File: src/rtl/siaa_seq_pkg.sv
// Shared types and constants for the SIAA program sequencer.
// Optional feature macro used by the sequencer: PROG_SEQ_CYCLES_EN (RUN-cycle counter).
package siaa_seq_pkg;

    typedef enum logic [1:0] {
        StIdle,
        StRun,
        StDone
    } seq_state_t;

    localparam logic BR_ABS = 1'b0;
    localparam logic BR_REL = 1'b1;

    localparam int unsigned PC_LUT_INIT_LEN = 16;

    // Entries are sign-extended to 32 bits so truncation to any D <= 32 keeps
    // negative relative offsets (e.g. -4 becomes 0xFFC for D = 12).
    localparam logic [31:0] PC_LUT_INIT [PC_LUT_INIT_LEN] = '{
        32'h0000_0000, 32'h0000_0010, 32'hFFFF_FFFC, 32'h0000_0040,
        32'h0000_0000, 32'h0000_0000, 32'h0000_0000, 32'h0000_0000,
        32'h0000_0000, 32'h0000_0000, 32'h0000_0000, 32'h0000_0000,
        32'h0000_0000, 32'h0000_0000, 32'h0000_0000, 32'h0000_0000
    };

endpackage

File: src/rtl/pc_lut.sv
// Combinational branch-target lookup table, contents taken from PC_LUT_INIT.
// Entries beyond the package table read as zero.
module pc_lut
    import siaa_seq_pkg::*;
#(
    parameter int unsigned D      = 12,
    parameter int unsigned LUT_AW = 4
) (
    input  logic [LUT_AW-1:0] br_idx,
    output logic [D-1:0]      target
);

    localparam int LutDepth = 2 ** LUT_AW;
    localparam int InitLen  = PC_LUT_INIT_LEN;

    logic [D-1:0] lut [LutDepth];

    // Build the ROM image at elaboration time
    for (genvar g = 0; g < LutDepth; g++) begin : g_lut
        if (g < InitLen) begin : g_init
            assign lut[g] = D'($signed(PC_LUT_INIT[g]));
        end else begin : g_zero
            assign lut[g] = '0;
        end
    end

    assign target = lut[br_idx];

endmodule

File: src/rtl/prog_sequencer.sv
// Program sequencer: program counter, IDLE/RUN/DONE control and LUT branches.
// Optional macro PROG_SEQ_CYCLES_EN adds the saturating RUN-cycle counter output.
module prog_sequencer
    import siaa_seq_pkg::*;
#(
    parameter int unsigned D        = 12,
    parameter int unsigned LUT_AW   = 4,
    parameter int unsigned END_ADDR = 128,
    parameter int unsigned CW       = 16
) (
    input  logic              clk,
    input  logic              reset,
    input  logic              start,
    input  logic              stall,
    input  logic              br_en,
    input  logic              br_cond,
    input  logic              br_mode,
    input  logic [LUT_AW-1:0] br_idx,
    input  logic              halt,
    output logic [D-1:0]      prog_ctr,
    output logic              fetch_en,
    output logic              busy,
`ifdef PROG_SEQ_CYCLES_EN
    output logic              done,
    output logic [CW-1:0]     cycles
`else
    output logic              done
`endif
);

    localparam logic [D-1:0] EndPc = D'(END_ADDR);

    seq_state_t   state_q, state_d;
    logic [D-1:0] pc_q, pc_d;
    logic [D-1:0] br_target;
    logic [D-1:0] next_pc;

    pc_lut #(
        .D      (D),
        .LUT_AW (LUT_AW)
    ) u_pc_lut (
        .br_idx (br_idx),
        .target (br_target)
    );

    // State and PC registers
    always_ff @(posedge clk or posedge reset) begin
        if (reset) begin
            state_q <= StIdle;
            pc_q    <= '0;
        end else begin
            state_q <= state_d;
            pc_q    <= pc_d;
        end
    end

    // Candidate next PC for a committing non-halt instruction (wraps modulo 2^D)
    always_comb begin
        next_pc = pc_q + D'(1);
        if (br_en && br_cond) begin
            next_pc = (br_mode == BR_REL) ? pc_q + br_target : br_target;
        end
    end

    // Next-state and next-PC selection
    always_comb begin
        state_d = state_q;
        pc_d    = pc_q;
        unique case (state_q)
            StIdle, StDone: begin
                if (start) begin
                    state_d = StRun;
                    pc_d    = '0;
                end
            end
            StRun: begin
                if (fetch_en) begin
                    if (halt) begin
                        state_d = StDone;
                    end else begin
                        pc_d = next_pc;
                        if (next_pc == EndPc) begin
                            state_d = StDone;
                        end
                    end
                end
            end
            default: begin
                state_d = StIdle;
                pc_d    = '0;
            end
        endcase
    end

    // Outputs decoded from the registered state
    always_comb begin
        fetch_en = (state_q == StRun) && !stall;
        busy     = (state_q == StRun);
        done     = (state_q == StDone);
    end

    assign prog_ctr = pc_q;

`ifdef PROG_SEQ_CYCLES_EN
    logic [CW-1:0] cycles_q, cycles_d;

    // Cycle counter: cleared on entry to RUN, saturating count while in RUN
    always_comb begin
        cycles_d = cycles_q;
        if (state_q != StRun) begin
            if (start) begin
                cycles_d = '0;
            end
        end else if (cycles_q != {CW{1'b1}}) begin
            cycles_d = cycles_q + CW'(1);
        end
    end

    // Cycle counter register
    always_ff @(posedge clk or posedge reset) begin
        if (reset) begin
            cycles_q <= '0;
        end else begin
            cycles_q <= cycles_d;
        end
    end

    assign cycles = cycles_q;
`endif

endmodule

File: config.mk
export PLATFORM = sky130hd
export DESIGN_NAME = prog_sequencer
export DESIGN_NICKNAME = d
export VERILOG_FILES = /design/src/rtl/siaa_seq_pkg.sv /design/src/rtl/pc_lut.sv /design/src/rtl/prog_sequencer.sv
export SDC_FILE = /design/constraint.sdc
export NUM_CORES = 1
export LEC_CHECK = 0
export ABC_CLOCK_PERIOD_IN_PS = 6050
export CORE_UTILIZATION = 50
export DETAILED_ROUTE_END_ITERATION = 12
export PLACE_DENSITY = 0.73
export SYNTH_ARGS = -nofsm -noshare
export SYNTH_HDL_FRONTEND = slang
export SYNTH_SLANG_ARGS = --single-unit
File: constraint.sdc
create_clock -name clk -period 6.05 [get_ports clk]
set_clock_uncertainty 0.1 [all_clocks]
set_input_delay 0.605 -clock clk [delete_from_list [all_inputs] [get_ports clk]]
set_output_delay 0.605 -clock clk [all_outputs]
set_load 0.005 [all_outputs]
-- Yosys cells after proc, flatten, opt, wreduce, memory -nomap -nowiden
Memories as Yosys holds them, arrays and structs flattened.
Cells that the tools add are included.
- bits in registers: 14
- bits in latches: 0
- bits in writable memories: 0
- bits in read-only memories: 192
- input port bits: 12
- output and inout port bits: 15
- logic and storage cells: 34
- memories kept: 1
- memories (name ; depth ; width ; rd ports ; clocked after memory_dff ; write ports ; RTL line ; source):
    (name not given) ; 16 ; 12 ; 1 ; 0 ; 0 ; pc_lut.sv:27 ; assign target = lut[br_idx];
- $add $sub $neg: 2
- $mul: 0
- div/mod/pow operators: 0
- magnitude comparators: 1
- eq/ne operators: 7
- shift-type cells: 0
- mux-type cells: 13
- bitwise operators: 1
- reductions and logical operators: 7
- operator list (operator ; count):
    two-way mux 12 bit ; 7
    case mux 12 bit (2 select lines) ; 1
    adder 12 x 1 -> 12 bit, second input constant ; 1
    adder 12 bit ; 1
    == test 12 x 8 -> 1 bit, second input constant ; 1
    two-way mux 2 bit ; 4
    != test 2 bit, second input constant ; 3
    AND reduction 3 bit ; 2
    greater-or-equal comparator 5 bit, second input constant ; 1
    NOT 4 -> 5 bit ; 1
    case mux 2 bit (2 select lines) ; 1
    != test 3 x 2 -> 1 bit, second input constant ; 1
    == test 2 x 1 -> 1 bit, second input constant ; 1
    == test 2 bit, second input constant ; 1
    logical AND 1 bit ; 2
    zero test 2 bit ; 1
    OR reduction 2 bit ; 1
    zero test 1 bit ; 1

-- Longest topological paths before layout
- word-level depth: 12
- depth in mapped cells: 12
- depth with buffers taken out: 12

-- By module
From an unflattened synthesis, not the netlist that was laid out.
- cells, all modules: 213
- area, all modules: 1717.9 um^2
- by module, submodules not included (module ; times used ; cells each ; area each (um^2) ; seq. area each (um^2)):
    prog_sequencer ; 1 ; 198 ; 1610.3 ; 350.3
    pc_lut ; 1 ; 15 ; 107.6 ; 0.0

-- Worst setup path after synthesis
Ideal clock, no wire load.
- path type: input to register
- from: input br_idx[0]
- to: register state_q[0]
- setup time: 139 ps
- data arrival time: 3152 ps
- data required time: 5811 ps
- slack: 2659 ps
- cell stages on the path: 12
- path buffers: 0
- path through: inv_1 -> ha_1 -> nor3b_2 -> ha_1 -> fa_1 -> a211oi_2 -> nor3b_1 -> o211a_1 -> o21ai_0 -> mux2i_1 -> a2111oi_2 -> a31oi_1
- cells in the longest elaborated chain, start to end: 10
- RTL lines (what ; RTL line ; source):
    start: declaration ; prog_sequencer.sv:18 ; input logic [LUT_AW-1:0] br_idx,
    NOT 4 -> 5 bit (not written as such) (*) ; pc_lut.sv:27 ;
    memory read (16 x 12 bit) (*) ; n/a ;
    two-way mux 12 bit (not written as such) (*) (2 in a row) ; pc_lut.sv:27 ;
    adder 12 bit ; prog_sequencer.sv:61 ; next_pc = (br_mode == BR_REL) ? pc_q + br_target : br_target;
    two-way mux 12 bit (*) ; prog_sequencer.sv:61 ;
    two-way mux 12 bit (*) ; prog_sequencer.sv:60 ; if (br_en && br_cond) begin
    == test 12 x 8 -> 1 bit (*) ; prog_sequencer.sv:82 ; if (next_pc == EndPc) begin
    != test 3 x 2 -> 1 bit (no source line) (*) ; n/a ;
    AND reduction 3 bit (no source line) (*) ; n/a ;
    end signal: assignment ; prog_sequencer.sv:49 ; state_q <= StIdle;
    end signal: assignment ; prog_sequencer.sv:52 ; state_q <= state_d;
    end: declaration ; prog_sequencer.sv:33 ; seq_state_t state_q, state_d;
Mark *: on every way between the ends. The rest lies on a longest branch, timed or not. The select of a mux whose other input is x is not followed.
A chain may end at the register's enable or synchronous reset.

-- Final worst setup path
- from: input br_idx[1]
- to: register state_q[0]
Same word-level chain as after synthesis.

==> out/metrics.json <==
{
  "run_status": {"value": "finished, final reports clean"},
  "core": {"value": 3030, "unit": "um^2"},
  "proportion_of_layout_cells_with_a_drive_suffix_above_1": {"value": 9.68, "unit": "%"},
  "die_x": {"value": 58.4, "unit": "um"},
  "cts_inserted_buffers": {"value": 3},
  "num_io_pins": {"value": 27},
  "drt-total-wl": {"value": 4340, "unit": "um"},
  "number_of_nets_in_the_synthesized_netlist": {"value": 219},
  "vias": {"value": 1625},
  "place_congestion": {"value": 0.867},
  "maximum_number_of_pins_on_one_net_before_global_route_repair": {"value": 20},
  "routedWlPerCell": {"value": 16.6, "unit": "um"},
  "drt_first_iter_violations": {"value": 79},
  "p_leak": {"value": 0.000790, "unit": "uW"},
  "maxCapViolCount": {"value": 0},
  "ff_latch_area": {"value": 350, "unit": "um^2"},
  "minimum_clock_period_after_layout": {"value": 4060, "unit": "ps"},
  "critical_path_start_type": {"value": "input port"},
  "synth-edff-count": {"value": 0},
  "floorplan.initialDensity": {"value": 52.5, "unit": "%"},
  "pwr-share-seq": {"value": 35.9, "unit": "%"},
  "yosysWarnings": {"value": 0},
  "clock_tree_sinks": {"value": 14},
  "grt_first_pass_wirelength": {"value": 7130, "unit": "um"},
  "synth_sequential_area_ratio": {"value": 22.0, "unit": "%"},
  "grt.overflow.total": {"value": 0},
  "syn_area_per_cell": {"value": 8.15, "unit": "um^2"},
  "num_antenna_cells": {"value": 0},
  "setup_viol": {"value": 0},
  "syn_inst": {"value": 195},
  "clk_latency": {"value": 280, "unit": "ps"},
  "final_worst_path_period_share": {"value": 67.2, "unit": "%"},
  "pwr_density_cell": {"value": 221, "unit": "nW/um^2"},
  "grt_usage": {"value": 27.1, "unit": "%"},
  "timing.critical_path.to_type": {"value": "flop"},
  "clock_tree_from_tritoncts": {"value": "yes"},
  "drtAntennaViolNets": {"value": 0},
  "clk_transition_reported_paths": {"value": 90, "unit": "ps"},
  "final_number_of_max_transition_violations": {"value": 0},
  "synth_top_flop_cell": {"value": "sky130_fd_sc_hd__dfrtp_1"},
  "dp.final_hpwl": {"value": 3320, "unit": "um"},
  "cp.required": {"value": 6110, "unit": "ps"},
  "remaining_drc_errors": {"value": 0},
  "flow.area_growth_from_synthesis": {"value": 17.6, "unit": "%"},
  "final-hold-violation-count": {"value": 0},
  "net_sw_share": {"value": 39.9, "unit": "%"},
  "power_report.internal_total": {"value": 249, "unit": "uW"},
  "max_freq": {"value": 0.246, "unit": "GHz"},
  "setup_tns_after_final_layout": {"value": 0, "unit": "ps"},
  "power.switching": {"value": 165, "unit": "uW"},
  "drt_pass1_iterations": {"value": 4},
  "layout.cells.most_common": {"value": "sky130_fd_sc_hd__clkdlybuf4s50_1"},
  "ys_ff_latch": {"value": 14},
  "post_cts_buffers": {"value": 0},
  "die_height": {"value": 58.4, "unit": "um"},
  "cts_resized": {"value": 0},
  "power.ir.vdd_worst": {"value": 0.000169, "unit": "V"},
  "combinational_fraction_of_design_power": {"value": 47.4, "unit": "%"},
  "post_cts_hold_buffer_count": {"value": 0},
  "cts_root_buf": {"value": "sky130_fd_sc_hd__clkbuf_4"},
  "worst_slew_pin_slew": {"value": 896, "unit": "ps"},
  "grt_antenna_before_repair": {"value": 0},
  "portBuffers": {"value": 26},
  "data_arrival_time_of_the_critical_path": {"value": 4120, "unit": "ps"},
  "multi_input_comb_area": {"value": 1140, "unit": "um^2"},
  "setup_repair_after_global_routing_missed_its_margin": {"value": "false"},
  "crit_path_max_fanout": {"value": 14},
  "netlist_area": {"value": 1590, "unit": "um^2"},
  "critical_path_class": {"value": "in -> reg"},
  "p_clk_share": {"value": 16.7, "unit": "%"},
  "clock_path_buffers": {"value": 2},
  "layout_common_cells": {"value": "sky130_fd_sc_hd__clkdlybuf4s50_1 (26), sky130_fd_sc_hd__nand2_1 (22), sky130_fd_sc_hd__o21ai_0 (18)"},
  "post_synth_num_cell_types": {"value": 59},
  "drt-vias-per-instance": {"value": 6.23},
  "holdCritPathClass": {"value": "reg -> reg"},
  "grt_pass1_vias": {"value": 1580},
  "final_nets": {"value": 242},
  "fillCellCount": {"value": 283},
  "headroom_to_the_max_slew_limit": {"value": 40.0, "unit": "%"},
  "design.die.area": {"value": 3410, "unit": "um^2"},
  "asyncSetResetFlopFracSynth": {"value": 100, "unit": "%"},
  "cts_max_level": {"value": 1},
  "core.rowCount": {"value": 20},
  "finish.utilization": {"value": 61.7, "unit": "%"}
}
## cell type report
class | count | share of cell area (%)
Clock buffer | 4 | 1.94
Inverter | 7 | 1.41
Multi-Input combinational cell | 166 | 61.0
Sequential cell | 14 | 18.7
Tap cell | 44 | 2.95
Timing Repair Buffer | 26 | 13.9
## synth_stat cells (3+ instances only)
cell type	number	area share, %
sky130_fd_sc_hd__o21ai_0	18	5.7
sky130_fd_sc_hd__nor2_1	13	3.1
sky130_fd_sc_hd__xnor2_1	3	1.7
sky130_fd_sc_hd__nand2_1	22	5.2
sky130_fd_sc_hd__inv_1	7	1.7
sky130_fd_sc_hd__a32o_1	3	1.9
sky130_fd_sc_hd__nor3b_1	3	1.4
sky130_fd_sc_hd__nand4_1	7	2.8
sky130_fd_sc_hd__nor3_1	3	0.94
sky130_fd_sc_hd__ha_1	11	8.7
sky130_fd_sc_hd__nand3_1	6	1.9
sky130_fd_sc_hd__clkbuf_1	3	0.71
sky130_fd_sc_hd__a211oi_1	3	1.4
sky130_fd_sc_hd__a22o_1	4	2.2
sky130_fd_sc_hd__and2b_2	3	1.7
sky130_fd_sc_hd__or3_1	4	1.6
sky130_fd_sc_hd__dfrtp_1	14	22
sky130_fd_sc_hd__a21oi_1	9	2.8
sky130_fd_sc_hd__xor2_1	4	2.2
sky130_fd_sc_hd__clkbuf_8	3	2.6
sky130_fd_sc_hd__nand2b_1	5	2.0
## sequential cells by signal (all words and copies together) (netlist names)
name and count:
prog_ctr 12, state_q 2
## path summary, 6_finish.rpt
kind,cells past startpoint,startpoint,end,slack (ps)
hold / removal,1,prog_ctr[10],prog_ctr[10],510
setup / recovery,12,br_idx[1],state_q[0],1990
max in group asynchronous,2,reset,prog_ctr[10],4930
setup reg to reg,9,prog_ctr[2],state_q[0],3070
min in group asynchronous,2,reset,prog_ctr[0],560
hold reg to reg,1,prog_ctr[10],prog_ctr[10],510
## metal layers
layer | routed length, um | GRT usage [%]
met5 | 0 | 0
met4 | 58 | 10.2
met3 | 282 | 1.98
met2 | 2090 | 45.0
met1 | 1920 | 37.1
## critical path, stage by stage
cell and delay [ps]:
sky130_fd_sc_hd__clkdlybuf4s50_1 490, sky130_fd_sc_hd__ha_1 160, sky130_fd_sc_hd__nor3b_2 730, sky130_fd_sc_hd__ha_1 340, sky130_fd_sc_hd__fa_1 260, sky130_fd_sc_hd__a211oi_2 100, sky130_fd_sc_hd__nor3b_1 410, sky130_fd_sc_hd__o211a_1 180
sky130_fd_sc_hd__o21ai_0 80, sky130_fd_sc_hd__mux2i_1 170, sky130_fd_sc_hd__a2111oi_2 440, sky130_fd_sc_hd__a31oi_1 150
## cell families after synthesis
| kind of cell | Yosys count | synth area share, % |
|---|---|---|
| flip-flops | 14 | 22.0 |
| XOR/XNOR | 7 | 3.86 |
| AO/OA/AOI/OAI | 60 | 26.7 |
| multiplexers | 3 | 1.97 |
| buffers and inverters | 15 | 6.14 |
| AND/OR/NAND/NOR | 84 | 29.4 |
| adder cells (fa/ha/maj) | 12 | 9.92 |
## power by group through the flow
| stage | logic, uW | clock network, uW | registers (uW) |
|---|---|---|---|
| CTS | 194 | 70.5 | 148 |
| finish | 196 | 68.9 | 149 |
| global placement | 190 | 0 | 148 |
| global route | 215 | 74.0 | 152 |
| floorplan | 124 | 0 | 138 |
| detailed placement | 193 | 0 | 149 |
## stage by stage
| step | setup slack (ps) | hold slack (ps) | cells | total power [uW] | instance area (um^2) |
|---|---|---|---|---|---|
| after floorplan | 2660 | 394 | 195 | 262 | 1590 |
| after global placement | 1950 | 490 | 257 | 338 | 1830 |
| after detailed placement | 1710 | 494 | 257 | 342 | 1830 |
| after CTS | 2030 | 515 | 261 | 412 | 1870 |
| after global routing | 1850 | 542 | 261 | 441 | 1870 |
| final | 1990 | 511 | 261 | 413 | 1870 |
(Power assumes the default switching activity.)
